### config.mk
export PLATFORM = sky130hd
export DESIGN_NAME = stall_ctrl_unit
export DESIGN_NICKNAME = d
export VERILOG_FILES = /design/src/rtl/stall_ctrl_pkg.sv /design/src/rtl/stall_timer.sv /design/src/rtl/stall_ctrl_unit.sv
export SDC_FILE = /design/constraint.sdc
export NUM_CORES = 1
export LEC_CHECK = 0
export BUFFER_PORTS_ARGS = -buffer_cell sky130_fd_sc_hd__buf_2
export CAP_MARGIN = 10
export CORE_AREA = 2 2 74 76
export DETAILED_ROUTE_END_ITERATION = 10
export DIE_AREA = 0 0 76 78
export GPL_TIMING_DRIVEN = 0
export PLACE_DENSITY = 0.43
export SYNTH_ARGS = -nofsm -noshare
export SYNTH_HDL_FRONTEND = slang
export SYNTH_HIERARCHICAL = 1
export SYNTH_SLANG_ARGS = --single-unit
export TNS_END_PERCENT = 1
### constraint.sdc
create_clock -name clk -period 3.8 [get_ports clk]
set_input_delay 0.57 -clock clk [delete_from_list [all_inputs] [get_ports clk]]
set_output_delay 0.57 -clock clk [all_outputs]
set_load 0.01 [all_outputs]
### src/rtl/stall_ctrl_pkg.sv
// Shared FSM state encoding and default opcode/mask constants for the MIPS stall controller.
// Pure definitions: no latency, no flow control.
package stall_ctrl_pkg;

  typedef enum logic [1:0] {
    RUN  = 2'd0,
    WAIT = 2'd1,
    HALT = 2'd2
  } state_t;

  localparam int          DEF_OP_W     = 6;
  localparam logic [5:0]  HLT_OP_DEF   = 6'b010001;
  localparam logic [5:0]  HLT_MASK_DEF = 6'b111111;
  localparam logic [5:0]  LD_OP_DEF    = 6'b010100;
  localparam logic [5:0]  LD_MASK_DEF  = 6'b111111;
  localparam logic [5:0]  JMP_OP_DEF   = 6'b011100;
  localparam logic [5:0]  JMP_MASK_DEF = 6'b111100;

endpackage

### src/rtl/stall_timer.sv
// Loadable down-counter that holds at zero; counts only while en=1.
// zero is combinational from the register; load takes effect on the next edge.
module stall_timer #(
  parameter int W = 1
) (
  input  logic         clk,
  input  logic         reset,
  input  logic         load,
  input  logic [W-1:0] load_val,
  input  logic         en,
  output logic         zero
);

  logic [W-1:0] cnt;

  always_ff @(posedge clk or negedge reset) begin
    if (!reset) begin
      cnt <= '0;
    end else if (load) begin
      cnt <= load_val;
    end else if (en && (cnt != '0)) begin
      cnt <= cnt - W'(1);
    end
  end

  assign zero = (cnt == '0);

endmodule

### src/rtl/stall_ctrl_unit.sv
// Decode-stage stall controller: combinational stall/flush from opcode match, stall_pm one cycle later.
// Stall may be extended by ext_stall; halts are sticky until resume.
module stall_ctrl_unit
  import stall_ctrl_pkg::*;
#(
  parameter int              OP_W      = DEF_OP_W,
  parameter logic [OP_W-1:0] HLT_OP    = HLT_OP_DEF,
  parameter logic [OP_W-1:0] HLT_MASK  = HLT_MASK_DEF,
  parameter logic [OP_W-1:0] LD_OP     = LD_OP_DEF,
  parameter logic [OP_W-1:0] LD_MASK   = LD_MASK_DEF,
  parameter logic [OP_W-1:0] JMP_OP    = JMP_OP_DEF,
  parameter logic [OP_W-1:0] JMP_MASK  = JMP_MASK_DEF,
  parameter int              LD_STALL  = 1,
  parameter int              JMP_STALL = 2,
  parameter int              CNT_W     = 16
) (
  input  logic             clk,
  input  logic             reset,
  input  logic [OP_W-1:0]  op_dec,
  input  logic             ext_stall,
  input  logic             resume,
  output logic             stall,
  output logic             stall_pm,
  output logic             flush,
  output logic [CNT_W-1:0] stall_cnt
);

  localparam int MAX_STALL = (LD_STALL > JMP_STALL) ? LD_STALL : JMP_STALL;
  localparam int TW        = (MAX_STALL > 2) ? $clog2(MAX_STALL) : 1;
  // The detection cycle is itself the first stall cycle, and WAIT exits on timer==0.
  localparam logic [TW-1:0] LD_LOAD  = TW'((LD_STALL  > 1) ? LD_STALL  - 2 : 0);
  localparam logic [TW-1:0] JMP_LOAD = TW'((JMP_STALL > 1) ? JMP_STALL - 2 : 0);

  state_t        state, state_nxt;
  logic          sup, sup_nxt;
  logic          fsm_stall, fsm_flush;
  logic          tmr_load, tmr_zero;
  logic [TW-1:0] tmr_val;
  logic          hlt_hit, ld_hit, jmp_hit;

  assign hlt_hit = ((op_dec & HLT_MASK) == (HLT_OP & HLT_MASK)) && !sup;
  assign jmp_hit = ((op_dec & JMP_MASK) == (JMP_OP & JMP_MASK)) && !sup;
  assign ld_hit  = ((op_dec & LD_MASK)  == (LD_OP  & LD_MASK))  && !sup;

  stall_timer #(.W(TW)) u_timer (
    .clk      (clk),
    .reset    (reset),
    .load     (tmr_load),
    .load_val (tmr_val),
    .en       (!ext_stall),
    .zero     (tmr_zero)
  );

  always_comb begin
    state_nxt = state;
    sup_nxt   = sup;
    fsm_stall = 1'b0;
    fsm_flush = 1'b0;
    tmr_load  = 1'b0;
    tmr_val   = '0;
    case (state)
      RUN: begin
        if (hlt_hit) begin
          fsm_stall = 1'b1;
          sup_nxt   = 1'b0;
          state_nxt = HALT;
        end else if (jmp_hit) begin
          fsm_stall = 1'b1;
          fsm_flush = 1'b1;
          if (JMP_STALL > 1) begin
            tmr_load  = 1'b1;
            tmr_val   = JMP_LOAD;
            sup_nxt   = 1'b0;
            state_nxt = WAIT;
          end else begin
            sup_nxt = 1'b1;
          end
        end else if (ld_hit) begin
          fsm_stall = 1'b1;
          if (LD_STALL > 1) begin
            tmr_load  = 1'b1;
            tmr_val   = LD_LOAD;
            sup_nxt   = 1'b0;
            state_nxt = WAIT;
          end else begin
            sup_nxt = 1'b1;
          end
        end else if (!ext_stall) begin
          // Held opcode stays masked for as long as the pipeline is frozen externally.
          sup_nxt = 1'b0;
        end
      end
      WAIT: begin
        fsm_stall = 1'b1;
        if (tmr_zero && !ext_stall) begin
          sup_nxt   = 1'b1;
          state_nxt = RUN;
        end
      end
      HALT: begin
        fsm_stall = 1'b1;
        if (resume) begin
          sup_nxt   = 1'b1;
          state_nxt = RUN;
        end
      end
      default: begin
        sup_nxt   = 1'b0;
        state_nxt = RUN;
      end
    endcase
  end

  assign stall = reset && (fsm_stall || ext_stall);
  assign flush = reset && fsm_flush;

  always_ff @(posedge clk or negedge reset) begin
    if (!reset) begin
      state     <= RUN;
      sup       <= 1'b0;
      stall_pm  <= 1'b0;
      stall_cnt <= '0;
    end else begin
      state    <= state_nxt;
      sup      <= sup_nxt;
      stall_pm <= stall;
      if (stall && (stall_cnt != '1)) begin
        stall_cnt <= stall_cnt + CNT_W'(1);
      end
    end
  end

endmodule

==> impl_metrics.yaml <==
setup_path:
  reg2reg_from: "sup"
  worstPathArrival_ns: 2.14
  worstPathRequired_ns: 3.23
  worstSetupEndpointType: "output port"
  critical_path_class: "register to output port"
  worst_setup_path_start_kind: "register"
  worstReg2RegEnd: "stall_cnt[9]"
  regToRegSetupSlack_ns: 1.73
  worst-path-max-fanout: 11
  r2r_cells: 6
pwr:
  powerDensity_nw_per_um2: 504
  leakagePower_nw: 0.694
  p_sw_frac: 0.383
  clkPwrFrac: 0.195
  p_comb_frac: 0.370
  switching_power_uw: 289
  peakVddDrop_mv: 0.165
  finalPower_uw: 756
  p_seq_frac: 0.435
  intPower_uw: 466
yosys:
  synth_fa_ha_area_frac: 0.0510
  yosysMostFrequentCell: "dfrtp_1"
  synth_mux_area_frac: 0.00918
  synth_cells: 114
  synthesis.area_sq_um: 1230
  synth-compound-area-share: 0.121
  ys.flop_type: "dfrtp_1"
  synth.cells.most_frequent: "21 x dfrtp_1, 13 x xnor2_1, 7 x inv_1"
  yosys_warnings: 6
  synth_xor_area_frac: 0.115
  synth.distinct_cells: 37
  synth_top_area_share: 0.429
  synth-seq-cells: 21
  synth_top_family_by_area: "simple AND/OR/NAND/NOR gates"
  avgSynthCellArea_sq_um: 10.8
  syn_nets: 129
  synth_area_leaders: "dfrtp_1 43%, xnor2_1 9.3%, ha_1 5.1%"
  async_reset_ff_frac: 1.00
  yosys.area_share.simple: 0.238
  ys_seq_area_frac: 0.429
  synth_edf_count: 0
  synth_top_area_cell: "dfrtp_1"
layout:
  area_growth_pct: 22.3
  stdcell_area_sq_um: 1500
  drive_above_1_share: 0.322
  fillCellCount: 551
  nets: 162
  antennaDiodeCount: 0
floorplanning:
  fp-row-count: 26
  ios: 29
  start_util: 0.243
  core_sq_um: 5040
  die_w_um: 76
  die_y_um: 78
  fp.dieArea_sq_um: 5930
timing:
  relSlewSlack: 0.599
  finClkSkew_ns: 0.00507
  clock.fmax_mhz: 368
  layout_min_cycle_time_ns: 2.71
  worst_pin_slew_ns: 0.595
  slew_viol_final: 0
  hold_violations: 0
  fin_tns_setup_ns: 0
  layout_setup_ws_ns: 1.09
  rsz0062_at_grt: "no"
  finalSetupViolations: 0
  post-route-period-util: 0.714
global_route:
  antenna_found_initial: 0
  grt_usage: 0.0918
  grt_max_degree: 25
  grt_pass1_vias: 935
  grt_pass1_wl_mm: 4.42
  overflow: 0
clocking:
  cts_root_buf: "clkbuf_8"
  clock_tree.htree_level_count: 1
  cts_tree: "done"
  ctsHoldBuffers: 0
  cts.clk_slew.worst_paths_ns: 0.08
  numCtsBuffers: 3
  cts_sinks: 21
  cts.repair.resized: 0
  postCtsSetupBuffers: 0
  clk_latency_ns: 0.26
  cts_buffer_depth: 2
route:
  finalWirelength_mm: 2.52
  wl_per_cell_um: 11.7
  antenna_left: 0
  drc_errors: 0
  drt_iter0_drc: 36
  vias: 970
  viasPerCell: 4.49
  firstDrtPassIters: 4
job:
  cap_viol_max_count: 0
hold_path:
  hp-class: "input port to async pin"
run_status:
  status: "complete, no violations"
place:
  routabilityCongestion: 0.775
  pre_cts_ws_ns: 1.09
  port_buffers: 28
  dp_hpwl_mm: 1.97
  place_area_sq_um: 1450
final cells by class:
| class | count | area [sq um] | share of cell area |
|---|---|---|---|
| clock inverter | 1 | 5.00 | 0.00334 |
| sequential | 21 | 526 | 0.350 |
| buffer | 1 | 11.3 | 0.00751 |
| timing repair buffer | 28 | 140 | 0.0934 |
| multi-input combinational | 84 | 659 | 0.440 |
| inverter | 8 | 30.0 | 0.0200 |
| tap | 70 | 87.6 | 0.0584 |
| clock buffer | 3 | 41.3 | 0.0275 |
metal layers:
metal	track usage	up-vias	share of wire
met5	0	-	0
met4	0.0164	0	0.0028
met3	0.0233	2	0.053
met2	0.154	28	0.46
met1	0.121	467	0.48
li1	-	473	-
layout by cell type (no fill, tap or decap), drive strengths merged:
cell type	count
a21o	1
a21oi	6
a22o	1
a41oi	1
and2	2
and2b	1
and3	2
and4	4
buf	29
clkbuf	3
clkinv	1
conb	1
dfrtp	21
ha	5
inv	8
mux2	1
nand2	7
nand3	10
nand3b	1
nand4	6
nand4b	1
nor2	6
nor2b	1
nor3	1
nor3b	1
o21ai	4
o21ba	1
o22ai	2
o31ai	2
o32a	1
or3b	1
xnor2	14
worst max path at each step:
stage	startpoint	to	slack [ns]	cells past startpoint
finish	sup	stall	1.09	5
detailed placement	reset	stall	1.09	5
floorplan	op_dec[5]	stall	1.54	4
CTS	sup	stall	1.07	5
global placement	reset	stall	1.10	5
global route	sup	stall	0.96	5
registers in the layout, indices dropped and copies added, names as in the netlist:
| name | cells |
|---|---|
| stall_cnt | 16 |
| stall_pm | 1 |
| state | 2 |
| sup | 1 |
| u_timer/cnt | 1 |
worst max-delay path, cell delays in order, from the launching register on:
cell	delay (ns)
dfrtp_1	0.41
or3b_1	0.40
a21o_1	0.21
o31ai_4	0.48
buf_6	0.24
buf_2	0.15
per-stage QoR:
stage,cells,util,hold WS [ns]
final,216,0.298,0.284
after global routing,216,0.298,0.315
after CTS,216,0.298,0.296
after detailed placement,212,0.288,0.488
after global placement,212,0.288,0.479
after floorplan,114,-,0.274
kinds of logic (layout without fill, tap and decap cells):
family                   Yosys count  in the layout
AO/OA/AOI/OAI                     19             19
XOR/XNOR                          14             14
adder cells (fa/ha/maj)            5              5
buffers and inverters              9             41
flip-flops                        21             21
multiplexers                       1              1
other                              1              1
AND/OR/NAND/NOR                   44             44
power by group through the flow:
stage | clock [mW] | combinational [mW] | sequential, mW
after global routing | 0.167 | 0.317 | 0.339
after floorplan | 0 | 0.178 | 0.340
after detailed placement | 0 | 0.286 | 0.333
after global placement | 0 | 0.282 | 0.334
final | 0.147 | 0.280 | 0.329
after CTS | 0.156 | 0.286 | 0.330
Note: power is estimated with default switching activity, not from simulation.
